--- src/rtl/mem_arbiter.sv ---
// Two-port round-robin arbiter in front of the single-ported memory.
// Port 0 is instruction fetch and port 1 is load/store. Each access strobes memory for one cycle, then pulses ready.
module mem_arbiter #(
    parameter int AW = 32,
    parameter int DW = 32
) (
    input  logic          clk,
    input  logic          reset,
    input  logic          p0_req,
    input  logic          p0_we,
    input  logic [AW-1:0] p0_addr,
    input  logic [DW-1:0] p0_wdata,
    output logic          p0_ready,
    output logic [DW-1:0] p0_rdata,
    input  logic          p1_req,
    input  logic          p1_we,
    input  logic [AW-1:0] p1_addr,
    input  logic [DW-1:0] p1_wdata,
    output logic          p1_ready,
    output logic [DW-1:0] p1_rdata,
    output logic          mem_read,
    output logic          mem_write,
    output logic [AW-1:0] mem_addr,
    output logic [DW-1:0] mem_wdata,
    input  logic [DW-1:0] mem_rdata
);

    typedef enum logic [1:0] {
        IDLE = 2'd0,
        BUSY = 2'd1,
        RESP = 2'd2
    } state_t;

    state_t        state_r;
    logic          owner_r;
    logic          last_r;
    logic          mem_read_r;
    logic          mem_write_r;
    logic [AW-1:0] mem_addr_r;
    logic [DW-1:0] mem_wdata_r;

    logic          elig0_s;
    logic          elig1_s;
    logic          grant_s;
    logic          winner_s;
    logic          win_we_s;
    logic [AW-1:0] win_addr_s;
    logic [DW-1:0] win_wdata_s;

    // Eligibility and round-robin winner; the owner in RESP still holds req and must be masked
    always_comb begin
        elig0_s     = p0_req && !((state_r == RESP) && (owner_r == 1'b0));
        elig1_s     = p1_req && !((state_r == RESP) && (owner_r == 1'b1));
        grant_s     = elig0_s || elig1_s;
        if (elig0_s && elig1_s) begin
            winner_s = ~last_r;
        end else begin
            winner_s = elig1_s;
        end
        if (winner_s) begin
            win_we_s    = p1_we;
            win_addr_s  = p1_addr;
            win_wdata_s = p1_wdata;
        end else begin
            win_we_s    = p0_we;
            win_addr_s  = p0_addr;
            win_wdata_s = p0_wdata;
        end
    end

    // Arbitration FSM with registered memory strobes, address and write data
    always_ff @(posedge clk or posedge reset) begin
        if (reset) begin
            state_r     <= IDLE;
            owner_r     <= 1'b0;
            last_r      <= 1'b1;
            mem_read_r  <= 1'b0;
            mem_write_r <= 1'b0;
            mem_addr_r  <= {AW{1'b0}};
            mem_wdata_r <= {DW{1'b0}};
        end else begin
            case (state_r)
                IDLE, RESP: begin
                    if (grant_s) begin
                        state_r     <= BUSY;
                        owner_r     <= winner_s;
                        last_r      <= winner_s;
                        mem_read_r  <= ~win_we_s;
                        mem_write_r <= win_we_s;
                        mem_addr_r  <= win_addr_s;
                        mem_wdata_r <= win_wdata_s;
                    end else begin
                        state_r     <= IDLE;
                        mem_read_r  <= 1'b0;
                        mem_write_r <= 1'b0;
                    end
                end
                BUSY: begin
                    state_r     <= RESP;
                    mem_read_r  <= 1'b0;
                    mem_write_r <= 1'b0;
                end
                default: begin
                    state_r     <= IDLE;
                    mem_read_r  <= 1'b0;
                    mem_write_r <= 1'b0;
                end
            endcase
        end
    end

    // Response steering: only the owner sees ready and data, and only while in RESP
    always_comb begin
        p0_ready = 1'b0;
        p1_ready = 1'b0;
        p0_rdata = {DW{1'b0}};
        p1_rdata = {DW{1'b0}};
        if (state_r == RESP) begin
            if (owner_r) begin
                p1_ready = 1'b1;
                p1_rdata = mem_rdata;
            end else begin
                p0_ready = 1'b1;
                p0_rdata = mem_rdata;
            end
        end else begin
            p0_ready = 1'b0;
            p1_ready = 1'b0;
        end
    end

    assign mem_read  = mem_read_r;
    assign mem_write = mem_write_r;
    assign mem_addr  = mem_addr_r;
    assign mem_wdata = mem_wdata_r;

endmodule

--- config.mk ---
export PLATFORM = sky130hd
export DESIGN_NAME = mem_arbiter
export DESIGN_NICKNAME = d
export VERILOG_FILES = /design/src/rtl/mem_arbiter.sv
export SDC_FILE = /design/constraint.sdc
export NUM_CORES = 1
export LEC_CHECK = 0
export ABC_AREA = 1
export CORE_MARGIN = 2
export CORE_UTILIZATION = 25
export DETAILED_ROUTE_END_ITERATION = 7
export GPL_TIMING_DRIVEN = 0
export PLACE_DENSITY_LB_ADDON = 0.05
export RECOVER_POWER = 100
export SETUP_SLACK_MARGIN = 0.15
export SLEW_MARGIN = 25
export SYNTH_ARGS = -nofsm -noshare
export SYNTH_HDL_FRONTEND = slang
export SYNTH_SLANG_ARGS = --single-unit
--- constraint.sdc ---
create_clock -name clk -period 2.1 [get_ports clk]
set_input_delay 0.21 -clock clk [delete_from_list [all_inputs] [get_ports clk]]
set_output_delay 0.21 -clock clk [all_outputs]
set_load 0.05 [all_outputs]
==> qor.csv <==
metric;value;unit
status;completed;
min_period_over_period;94.1;%
synth_area_per_cell;6.29;µm²
r2r-end;mem_wdata[6];
n_fill_cell;1793;
setup_violations;0;
ir_worst_vdd;0.847;mV
p_per_area;1430;mW/mm²
synth_area_leaders;dfrtp_1 (40%), nand2_1 (17%), nand3_1 (15%);
synth_edf_count;0;
period_needed;1980;ps
drv_slew;0;
power.total;0.0109;W
overflow;0;
reg2reg_from;state_r[0];
synth_ff_type;dfrtp_1;
synthDistinctLibCells;16;
drt_pass1_iterations;4;
clock_sinks;70;
worst_pin_slew;754;ps
syn_inst;679;
final_util;45.6;%
grt_first_pass_wirelength;26600;µm
crit_path_start;state_r[0];
drt-initial-drc-count;226;
max_freq;506;MHz
finClkSkew;5.61;ps
vias_per_cell;4.06;
drive_above_1_share;12.3;%
htreeDepth;3;
worstSetupEndpointType;output pin;
cp_max_fo;10;
antenna_found_initial;0;
synth_commonest_cells;nand2_1 (198), inv_1 (164), nand3_1 (131);
synth.largest_area_cell;dfrtp_1;
ys_seq_area_share;41.1;%
antenna_left;0;
dieArea;0.0181;mm²
critPathArrivalTime;1770;ps
wl_per_cell;13.9;µm
dr_total_vias;4934;
r2r_cells;8;
synth_nets;845;
synth_seq_cells;70;
boundaryPins;298;
rows;47;
diodes;0;
cts_tree;built;
clk_path_buf_depth;2;
cp_data_required_time;1890;ps
clk_pin_slew;60;ps
critPathLaunchType;flip-flop;
maxSlewHeadroom;49.7;%
grt_use_total;18.9;%
initial_core_util;25.7;%
hold_viol;0;
finalNetCount;1155;
async_reset_ff_share;100;%
rsz0062_at_grt;yes;
fin_ws;125;ps
syn2layout_area_growth;77.8;%
crit_type;flip-flop to output pin;
io_buffer_count;297;
die_x;135;µm
wl;16900;µm
cts_root_buffer;clkbuf_16;
dp_hpwl;12800;µm
pre_cts_slack;-153;ps
grt_max_degree;29;
hold_class;input pin to async pin;
r2r_slack;260;ps
drc;0;
maxCapViolCount;0;
syn_area;0.00427;mm²
core_area;0.0166;mm²
grt_pass1_vias;4774;
synth_top_area_share;40.4;%
die_h;135;µm
synth.most_common_cell;nand2_1;
power_leakage;4.31;nW
yosys_warnings;0;
hold_buffers;0;
gp_congestion;0.774;
cts_inserted_buffers;9;
clock_latency;340;ps
==> state kept, by name, summed over array words and instances (netlist names) <==
register   flops
last_r         1
mem_addr      32
mem_read       1
mem_wdata     32
mem_write      1
owner_r        1
state_r        2
==> kinds of logic after synthesis <==
logic type	synth area share, %
and+or+nand+nor	39.2
DFF	41.1
AOI/OAI and AO/OA	0.439
buffers and inverters	19.3
==> how the worst max path moves through the flow <==
stage                    to  slack [ps]  depth (start not counted)
3_3_place_gp   p0_rdata[24]        -200                          5
2_1_floorplan  p0_rdata[22]         420                          4
4_1_cts        p1_rdata[27]         100                          5
3_5_place_dp   p0_rdata[24]        -150                          5
5_1_grt         p1_rdata[8]          30                          5
6_report       p0_rdata[21]         120                          5
==> layout by cell type, fill, tap and decap left out <==
cell             instances
clkbuf_16                9
a21oi_1                  2
nand2_1                198
dfstp_2                  1
nand2_2                  1
buf_2                   20
nor2_1                  66
bufinv_16                3
nand3_2                  2
nand3_1                131
inv_2                    3
clkinvlp_2               1
clkdlybuf4s50_1        164
dlygate4sd3_1           67
clkbuf_8                 1
buf_4                    8
clkbuf_2                56
clkinv_4                 1
dfrtp_1                 69
o21ai_0                  1
clkbuf_4                14
clkinv_2                 2
inv_1                  163
clkbuf_1                11
==> repair_timing <==
| item | 4_1_cts | 5_1_grt |
|---|---|---|
| setup buffers | 0 | 0 |
| resized for setup | 335 | 56 |
| endpoints found under the setup margin | 66 | 114 |
==> metal layers <==
layer	global-route usage, %	share of wire [%]	vias to the layer above
li1	-	-	2608
met1	25.4	45	2142
met2	29.2	45	164
met3	5.59	7.8	20
met4	5.91	1.9	0
met5	0	0	-
==> layout make-up <==
type | count | area [µm²] | area share (%)
multi-input combinational | 401 | 1690 | 22.2
buffer | 41 | 230 | 3.03
clock buffer | 10 | 239 | 3.15
timing repair buffer | 299 | 2670 | 35.2
inverter | 167 | 628 | 8.27
sequential | 70 | 1750 | 23.1
clock inverter | 6 | 109 | 1.43
tap | 220 | 275 | 3.63
==> per-stage QoR <==
step	setup TNS (ps)	cells	hold slack, ps	cell area [µm²]
after global placement	-5660	1196	458	7520
after detailed placement	-5420	1198	459	7560
final	0	1214	406	7590
after global routing	0	1214	454	7590
after floorplan	0	679	370	4270
after CTS	0	1214	223	7650
==> where the power goes <==
group          switching (W)  internal [W]
Clock               0.000599       0.00119
Sequential          0.000334       0.00202
Combinational        0.00482       0.00190
Total                0.00575       0.00512
==> worst max-delay path, stage by stage, from the launching register on <==
cell and delay [ps]:
dfrtp_1 400, inv_2 100, nand3_2 220, clkbuf_2 280, nor2_1 130, clkbuf_2 290
Note: power is estimated with default switching activity, not from simulation.
==> RTL change (same settings) <==
The parameter `AW` goes from 32 to 16.
--- a/src/rtl/mem_arbiter.sv
+++ b/src/rtl/mem_arbiter.sv
@@ -1,7 +1,7 @@
 // Two-port round-robin arbiter in front of the single-ported memory.
 // Port 0 is instruction fetch and port 1 is load/store. Each access strobes memory for one cycle, then pulses ready.
 module mem_arbiter #(
-    parameter int AW = 32,
+    parameter int AW = 16,
     parameter int DW = 32
 ) (
     input  logic          clk,
Ports: changed (resized mem_addr, p0_addr and p1_addr); port bits go from 298 to 250. The function was not compared with the original's and may differ.
==> RTL change against the unedited design <==
Sequential cell count is 16 lower; synthesized area fell by 22%; first-iteration DRC count is 35% lower; total power is 27% lower; worst setup slack better by 0.013 ns; worst hold slack better by 0.066 ns; routed wire length is 23% lower; non-clock buffer count is 59 lower; combinational power shrank 22%; cell count fell by 20%; cell area shrank 21%; synthesized cell count down 20%; fmax rose by 0.65%; largest power group unchanged.
==> RTL change: results <==
{
  "first_iter_violations": 146,
  "grt_start_max_net_pins": 37,
  "hold_path.class": "reg -> reg",
  "postRouteAntennaNets": 0,
  "largest_register_ffs": 32,
  "critical_path_class": "reg -> out",
  "synth.distinct_cells": 14,
  "antenna_found_initial": 0,
  "place.gp.congestion": 0.816,
  "p_leak_nw": 3.42,
  "dp_hpwl_mm": 10.4,
  "synth_common_cells": "nand2_1 (152), inv_1 (133), nand3_1 (97), nor2_1 (66), dfrtp_1 (53)",
  "clock_tree.buffer_depth": 2,
  "numCtsBuffers": 5,
  "outcome": "finished, final reports clean",
  "worstPathMaxFanout": 10,
  "root_buffer": "clkbuf_16",
  "grt_pass1_vias": 3937,
  "layout-drive-gt1-share": 0.121,
  "crit_start": "state_r[0]$_DFF_PP0_",
  "n_fill_cell": 1454,
  "io_buffers": 249,
  "via_per_inst": 4.22,
  "pre_cts_slack_ns": -0.0763,
  "clk_latency_ns": 0.29,
  "placed_area_sq_mm": 0.00608,
  "vdd_drop_max_v": 0.000719,
  "antenna_cells": 0,
  "first_pass_iters": 4,
  "grt_pass1_wl_mm": 20.3,
  "syn-num-nets": 676,
  "synth_area_leaders": "dfrtp_1 (40%), nand2_1 (17%), inv_1 (15%), nand3_1 (14%), nor2_1 (7.4%)",
  "wl_per_cell_um": 13.3,
  "arrival_ns": 1.75,
  "cts_hold_buf": 0,
  "ys_async_sr_fraction": 1.00,
  "fin_util": 0.454,
  "grt_usage": 0.178,
  "ys.warnings.count": 0,
  "finClkSkew_ns": 0.00413,
  "yosysSeqAreaShare": 0.404,
  "fin_nets": 933,
  "cts.clk_slew.worst_paths_ns": 0.07,
  "cts.htree.levels": 2,
  "ys.flop_type": "dfrtp_1",
  "relSlewSlack": 0.370,
  "postCtsSetupBuffers": 0,
  "worstHoldStart": "mem_wdata[19]$_DFFE_PP0P_"
}
==> RTL change: cell count changes in the layout (fill, tap and decap cells not counted), moves of 14 or more <==
cell / delta
clkbuf_4: -14
clkdlybuf4s50_1: -32
dfrtp_1: -16
dlygate4sd3_1: -16
inv_1: -30
nand2_1: -46
nand3_1: -34
==> RTL change: worst paths after layout <==
path | end | slack, ns | depth (start not counted)
max in group asynchronous | last_r$_DFFE_PP1P_ | 0.86 | 3
setup reg to reg | mem_addr[7]$_DFFE_PP0P_ | 0.31 | 9
hold / removal | mem_wdata[19]$_DFFE_PP0P_ | 0.47 | 2
min in group asynchronous | mem_addr[3]$_DFFE_PP0P_ | 0.53 | 2
hold reg to reg | mem_wdata[19]$_DFFE_PP0P_ | 0.47 | 2
setup / recovery | p0_rdata[14] | 0.14 | 5
==> RTL change: kinds of logic after synthesis <==
family,Yosys count,synth area share
compound gates,3,0.00560
buf+inv,167,0.192
flops,54,0.404
simple gates,318,0.398
==> RTL change: cell type report <==
cell class	instances	share of cell area
buffer	31	0.0239
clock buffer	7	0.0239
clock inverter	1	0.000838
inverter	136	0.0857
multi-input combinational	321	0.227
sequential	54	0.227
tap	176	0.0369
timing repair buffer	250	0.376
==> RTL change: where the power goes <==
part | switching, W | total [W] | internal [W]
registers | 0.000242 | 0.00180 | 0.00155
clock network | 0.000381 | 0.000856 | 0.000475
logic | 0.00378 | 0.00523 | 0.00145
==> RTL change: per-stage QoR <==
| step | power [W] | std cells |
|---|---|---|
| final | 0.00788 | 976 |
| after global routing | 0.00839 | 976 |
| after CTS | 0.00826 | 976 |
| after detailed placement | 0.00744 | 968 |
| after global placement | 0.00740 | 967 |
| after floorplan | 0.00536 | 542 |
==> RTL change: critical path, stage by stage (launching register included) <==
cell             delay, ns
dfrtp_1               0.39
inv_1                 0.12
nand3_2               0.20
buf_2                 0.25
nor2_1                0.13
clkdlybuf4s18_2       0.38
==> RTL change: what timing repair did <==
item,in CTS,in global routing
resized for setup,230,80
gates cloned,0,0
setup endpoints to repair,66,100
==> RTL change: routing by layer <==
layer / part of all wire / track usage / up-vias
met5: 0 / 0 / -
met4: 0.0088 / 0.0338 / 0
met3: 0.080 / 0.0471 / 7
met2: 0.52 / 0.333 / 148
met1: 0.39 / 0.204 / 1875
li1: - / - / 2089
